==> src/rtl/mux_arbiter_4x1.sv <==
// 4-way round-robin arbiter steering one 1-bit data path; grant 1 cycle after req seen in IDLE, zero-bubble handoff.
// No backpressure: owner holds until it drops req or its MAX_BURST-cycle burst expires; requesters wait on gnt.
module mux_arbiter_4x1 #(
    parameter int MAX_BURST = 4
) (
    input  logic       clk,
    input  logic       reset,
    input  logic [3:0] req,
    input  logic       I0,
    input  logic       I1,
    input  logic       I2,
    input  logic       I3,
    output logic [3:0] gnt,
    output logic       S1,
    output logic       S0,
    output logic       busy,
    output logic       R
);

    typedef enum logic {
        IDLE,
        BUSY
    } state_t;

    localparam logic [3:0] CNT_LAST = 4'(MAX_BURST - 1);

    state_t     state_q, state_d;
    logic [1:0] ptr_q, ptr_d;
    logic [1:0] sel_q, sel_d;
    logic [3:0] cnt_q, cnt_d;
    logic [3:0] gnt_q, gnt_d;
    logic [1:0] pick_start;
    logic [2:0] pick;
    logic       release_own;

    // Returns {found, index} of the first set request scanning start, start+1, ... mod 4.
    function automatic logic [2:0] rr_pick(input logic [3:0] r, input logic [1:0] start);
        logic [2:0] res;
        logic [1:0] idx;
        res = 3'b000;
        for (int i = 3; i >= 0; i--) begin
            idx = start + 2'(i);
            if (r[idx]) res = {1'b1, idx};
        end
        return res;
    endfunction

    // While busy the scan always starts just past the owner, so a lone expiring owner wraps back to itself.
    assign pick_start  = (state_q == BUSY) ? sel_q + 2'd1 : ptr_q;
    assign pick        = rr_pick(req, pick_start);
    assign release_own = (state_q == BUSY) && (!req[sel_q] || cnt_q == CNT_LAST);

    always_comb begin
        state_d = state_q;
        ptr_d   = ptr_q;
        sel_d   = sel_q;
        cnt_d   = cnt_q;
        gnt_d   = gnt_q;
        if (release_own) ptr_d = sel_q + 2'd1;
        if (state_q == IDLE || release_own) begin
            cnt_d = 4'd0;
            if (pick[2]) begin
                state_d = BUSY;
                sel_d   = pick[1:0];
                gnt_d   = 4'b0001 << pick[1:0];
            end else begin
                state_d = IDLE;
                gnt_d   = 4'b0000;
            end
        end else begin
            cnt_d = cnt_q + 4'd1;
        end
    end

    always_ff @(posedge clk) begin
        if (reset) begin
            state_q <= IDLE;
            ptr_q   <= 2'd0;
            sel_q   <= 2'd0;
            cnt_q   <= 4'd0;
            gnt_q   <= 4'b0000;
        end else begin
            state_q <= state_d;
            ptr_q   <= ptr_d;
            sel_q   <= sel_d;
            cnt_q   <= cnt_d;
            gnt_q   <= gnt_d;
        end
    end

    assign gnt  = gnt_q;
    assign S1   = sel_q[1];
    assign S0   = sel_q[0];
    assign busy = (state_q == BUSY);

    always_comb begin
        R = 1'b0;
        if (busy) begin
            case (sel_q)
                2'd0:    R = I0;
                2'd1:    R = I1;
                2'd2:    R = I2;
                default: R = I3;
            endcase
        end
    end

endmodule

==> config.mk <==
export PLATFORM = sky130hd
export DESIGN_NAME = mux_arbiter_4x1
export DESIGN_NICKNAME = d
export VERILOG_FILES = /design/src/rtl/mux_arbiter_4x1.sv
export SDC_FILE = /design/constraint.sdc
export NUM_CORES = 1
export LEC_CHECK = 0
export CORE_ASPECT_RATIO = 0.9
export CORE_MARGIN = 3
export CORE_UTILIZATION = 47
export DETAILED_ROUTE_END_ITERATION = 8
export PLACE_DENSITY = 0.77
export SLEW_MARGIN = 25
export SYNTH_ARGS = -nofsm -noshare
export SYNTH_HDL_FRONTEND = slang
export SYNTH_SLANG_ARGS = --single-unit
==> constraint.sdc <==
create_clock -name clk -period 2.6 [get_ports clk]
set_input_delay 0.52 -clock clk [delete_from_list [all_inputs] [get_ports clk]]
set_output_delay 0.52 -clock clk [all_outputs]
set_load 0.01 [all_outputs]
# [After elaboration in Yosys (flattened, before gate mapping)]
# Index checks and enable logic that the tools add are counted.
[totals] elab_cells=46 register_bits=13 out_inout_bits=8 inputBits=10
[classes] reduce_logical=7 shifts=1 addsub=5 eq_ne=3 n_mux=19 order_cmp=5 bitwise=1
[op_table] op="2-bit by 3-bit < comparator with 1-bit output, second input constant" count=5
[op_table] op="3-bit two-way mux" count=4
[op_table] op="1-bit binary-select mux with 2-bit select" count=5
[op_table] op="1-bit two-way mux" count=7
[op_table] op="2-bit by 1-bit adder with 2-bit output, second input constant" count=2
[op_table] op="2-bit adder, second input constant" count=2
[op_table] op="4-bit by 1-bit adder with 4-bit output, second input constant" count=1
[op_table] op="4-bit by 2-bit equality test with 1-bit output, second input constant" count=1
[op_table] op="4-bit two-way mux" count=1
[op_table] op="1-bit by 2-bit << shifter with 4-bit output, first input constant" count=1
[op_table] op="1-bit case mux with 3 select lines" count=1
[op_table] op="2-bit by 1-bit equality test with 1-bit output, second input constant" count=1
[op_table] op="2-bit equality test, second input constant" count=1
[op_table] op="2-bit zero test" count=1
[op_table] op="1-bit logical OR" count=2
[op_table] op="2-bit two-way mux" count=1
[op_table] op="2-bit AND reduction" count=1
[op_table] op="2-bit OR reduction" count=1
[op_table] op="1-bit logical AND" count=1
[op_table] op="1-bit zero test" count=1
[op_table] op="1-bit NOT" count=1

# [Depth between registers and ports, before layout]
[logic_depth] word_depth=11 mapped_depth=7 depth_no_buf=7

# [Worst setup path before layout]
# No wires, ideal clock.
[synth_timing] path_type="reg2reg" from="reg sel_q[0]" to="reg gnt_q[2] (netlist: gnt[2])" setup_ns=0.096 required_ns=2.504 slack_ns=0.665 stages_incl_launch_ff=8 synth_period_minus_slack_ns=1.935 path_buffers=0 arrival_ns=1.840 cell_sequence="dfxtp_1 -> inv_1 -> ha_1 -> mux2i_2 -> and3_4 -> o21ai_2 -> and3_1 -> o41ai_2"
[synth_via] elab_chain_cells=11 word_cells_on_any_way=25 cone_classes="4 x add/sub; 1 x shift; 16 x mux; 4 x reduce/logical"
[synth_rtl] element="from (decl)" line_no="29" text="logic [1:0] sel_q, sel_d;"
[synth_rtl] element="from (signal assigned)" line_no="85" text="sel_q <= sel_d;"
[synth_rtl] element="2-bit by 1-bit adder with 2-bit output" line_no="49" text="assign pick_start = (state_q == BUSY) ? sel_q + 2'd1 : ptr_q;"
[synth_rtl] element="2-bit two-way mux" line_no="49"
[synth_rtl] element="2-bit adder" line_no="42" text="idx = start + 2'(i);"
[synth_rtl] element="1-bit binary-select mux with 2-bit select" line_no="43" text="if (r[idx]) res = {1'b1, idx};"
[synth_rtl] element="1-bit two-way mux (implied by the code)" line_no="43"
[synth_rtl] element="3-bit two-way mux (4 in a row)" line_no="43"
[synth_rtl] element="1-bit by 2-bit << shifter with 4-bit output" line_no="65" text="gnt_d = 4'b0001 << pick[1:0];"
[synth_rtl] element="4-bit two-way mux" line_no="62" text="if (pick[2]) begin"
[synth_rtl] element="to (signal assigned)" line_no="87" text="gnt_q <= gnt_d;"
[synth_rtl] element="to (decl)" line_no="31" text="logic [3:0] gnt_q, gnt_d;"
# Parallel ways exist; a longest one is shown, timed or not. The select of a mux whose other input is x is not followed.
# A chain may end at the register's enable or synchronous reset.

# [Worst setup path in the final report]
[layout_timing] from="in I2" to="out R"
[layout_via] elab_chain_cells=2
[layout_rtl] element="from (decl)" line_no="11" text="input logic I2,"
[layout_rtl] element="1-bit case mux with 3 select lines" line_no="99" text="case (sel_q)"
[layout_rtl] element="1-bit two-way mux" line_no="98" text="if (busy) begin"
[layout_rtl] element="to (decl)" line_no="17" text="output logic R"
# No other way between the ends.

==> results.py <==
metrics = {
    "run_status": {
        "status": "finished clean",
    },
    "clock_tree": {
        "cts-root-buf": "clkbuf_4",
        "numCtsBuffers": 3,
        "clk_pin_slew_worst_paths_ns": 0.08,
        "tritoncts": "built",
        "htreeDepth": 1,
        "clkSinkCount": 13,
        "max-clock-path-buffers": 2,
        "insertion_delay_ns": 0.28,
    },
    "grt": {
        "grt_max_degree": 12,
        "first_global_vias": 582,
        "antenna_found_initial": 0,
        "gr-usage-all-layers_pct": 16.6,
        "grt_pass1_wl_um": 2470,
        "overflow": 0,
    },
    "synth": {
        "yosysUniqueCellTypes": 36,
        "ys.warnings.count": 0,
        "synth_largest_area_cell": "dfxtp_1",
        "synth_top_area_share_pct": 35.4,
        "synth_edf_count": 0,
        "ys_seq_elements": 13,
        "avgSynthCellArea_sq_um": 9.94,
        "synth_area_leaders": "dfxtp_1, ha_1, o41ai_2",
        "synth_flop_cell": "dfxtp_1",
        "synth-async-reset-ratio_pct": 0,
        "syn_inst": 74,
        "synth_nets": 89,
        "ys_seq_area_share_pct": 35.4,
        "syn_area_sq_um": 736,
    },
    "sta": {
        "max_freq_mhz": 452,
        "finalHoldViolCount": 0,
        "slew_viol_final": 0,
        "final-setup-viol-count": 0,
        "postLayoutSetupSlackWorst_ns": 0.389,
        "layout_min_cycle_time_ns": 2.21,
        "min_period_over_period_pct": 85.0,
        "slew_headroom_pct": 64.0,
        "worst_slew_pin_slew_ns": 0.535,
        "rsz0062_at_grt": "false",
        "tns_ns": 0,
        "clock_skew_ns": 0.00227,
    },
    "detailed_routing": {
        "drt_iter0_markers": 9,
        "via_count": 623,
        "routed_wl_um": 1560,
        "first_pass_iters": 4,
        "viasPerCell": 5.72,
        "drtAntennaViolNets": 0,
        "drc": 0,
        "wl_per_cell_um": 14.3,
    },
    "power_and_ir_drop": {
        "p_per_area_nw_per_um2": 531,
        "leakagePower_nw": 0.380,
        "power_mw": 0.509,
        "vdd_ir_drop_max_uv": 328,
    },
    "critical_path": {
        "cp.arrival_ns": 1.69,
        "cpPeakStageDelay_ns": 0.40,
        "worstPathCellList": "clkdlybuf4s50_1 -> a222oi_1 -> o21ai_0 -> and2_2 -> dlymetal6s2s_1",
        "cp_num_buf_inv": 2,
        "crit_required_ns": 2.08,
        "critPathTopFamily": "buffers and inverters",
        "worstPathMaxFanout": 1,
        "worstSetupPathType": "in2out",
        "endpoint_kind": "output pin",
        "slowest_stage": "clkdlybuf4s50_1",
        "start_kind": "input pin",
    },
    "final_layout": {
        "final_common_cell": "clkdlybuf4s50_1",
        "antenna_cells": 0,
        "syn_to_final_growth_pct": 30.4,
        "final_cell_mix": "clkdlybuf4s50_1, dfxtp_1, nor2_1",
        "drive_above_1_share_pct": 20.0,
        "final_core_util_pct": 71.0,
        "final.fill_count": 117,
        "layout.nets": 111,
    },
    "placed_design": {
        "dp_slack_ns": 0.0780,
        "hpwl_um": 1170,
        "place_congestion": 0.774,
        "io_buffers": 17,
    },
    "floorplan": {
        "core_area_sq_um": 1350,
        "start_util_pct": 54.4,
        "chipWidth_um": 47.7,
        "io_pins": 18,
        "num_rows": 12,
        "die-height_um": 43.5,
        "die-area_sq_um": 2080,
    },
    "job": {
        "maxCapViolations": 0,
    },
    "worst_hold_path": {
        "hp-class": "reg2reg",
    },
}
layout make-up:
class / instances / area, sq um / area share, %
inverter: 2 / 7.51 / 0.782
tap: 14 / 17.5 / 1.83
sequential: 13 / 264 / 27.5
clock buffer: 4 / 26.3 / 2.74
multi-input combinational: 58 / 464 / 48.4
timing repair buffer: 18 / 180 / 18.8
power breakdown:
group          switching [mW]  internal [mW]  total (mW)
Clock                  0.0659         0.0595       0.125
Combinational          0.0738         0.0832       0.157
Sequential             0.0126          0.214       0.227
Total                   0.152          0.357       0.509
cells in the mapped netlist, types with 2 or more instances:
cell type	count
dfxtp_1	13
nor2_1	7
nand2_1	6
ha_1	5
a21oi_1	3
nand3_1	3
a32o_1	2
inv_1	2
nand2b_1	2
nand4b_1	2
o21ai_0	2
o21ai_2	2
o41ai_2	2
layer usage:
metal / vias to the layer above / share of wire (%) / GRT usage [%]
li1: 318 / - / -
met1: 286 / 48 / 21.7
met2: 15 / 45 / 24.8
met3: 4 / 5.3 / 8.30
met4: 0 / 1.2 / 3.23
met5: - / 0 / 0
cell families after synthesis:
kind of cell             Yosys count  synth area share, %
multiplexers                       3                 6.29
flip-flops                        13                 35.4
buffers and inverters              3                 1.53
XOR/XNOR                           2                 2.38
adder cells (fa/ha/maj)            5                 8.50
AND/OR/NAND/NOR                   30                 23.0
AO/OA/AOI/OAI                     18                 23.0
final timing paths:
| kind | cells past startpoint | slack [ns] | to | from |
|---|---|---|---|---|
| worst max-delay path | 5 | 0.39 | R | I2 |
| worst min-delay path | 1 | 0.47 | cnt_q[0] | cnt_q[0] |
| worst max register to register | 7 | 0.64 | gnt[2] | sel_q[1] |
| worst min register to register | 1 | 0.47 | cnt_q[0] | cnt_q[0] |
repair_timing:
action | 4_1_cts | 5_1_grt
endpoints found under the setup margin | 1 | 1
hold buffers | 0 | 0
setup buffers | 0 | 0
pin swaps | 0 | 0
gates resized for setup | 1 | 2
flip-flops by register name, indices dropped and copies added, names as in the netlist:
signal	cells
ptr_q	2
cnt_q	4
busy	1
sel_q	2
gnt	4
through the flow:
step	std cells	area (sq um)	hold slack (ns)
floorplan	74	736	0.418
global placement	105	927	0.429
detailed placement	105	927	0.438
CTS	109	955	0.458
global route	109	960	0.475
finish	109	960	0.466
No activity file was read; power rests on OpenSTA's default activity.
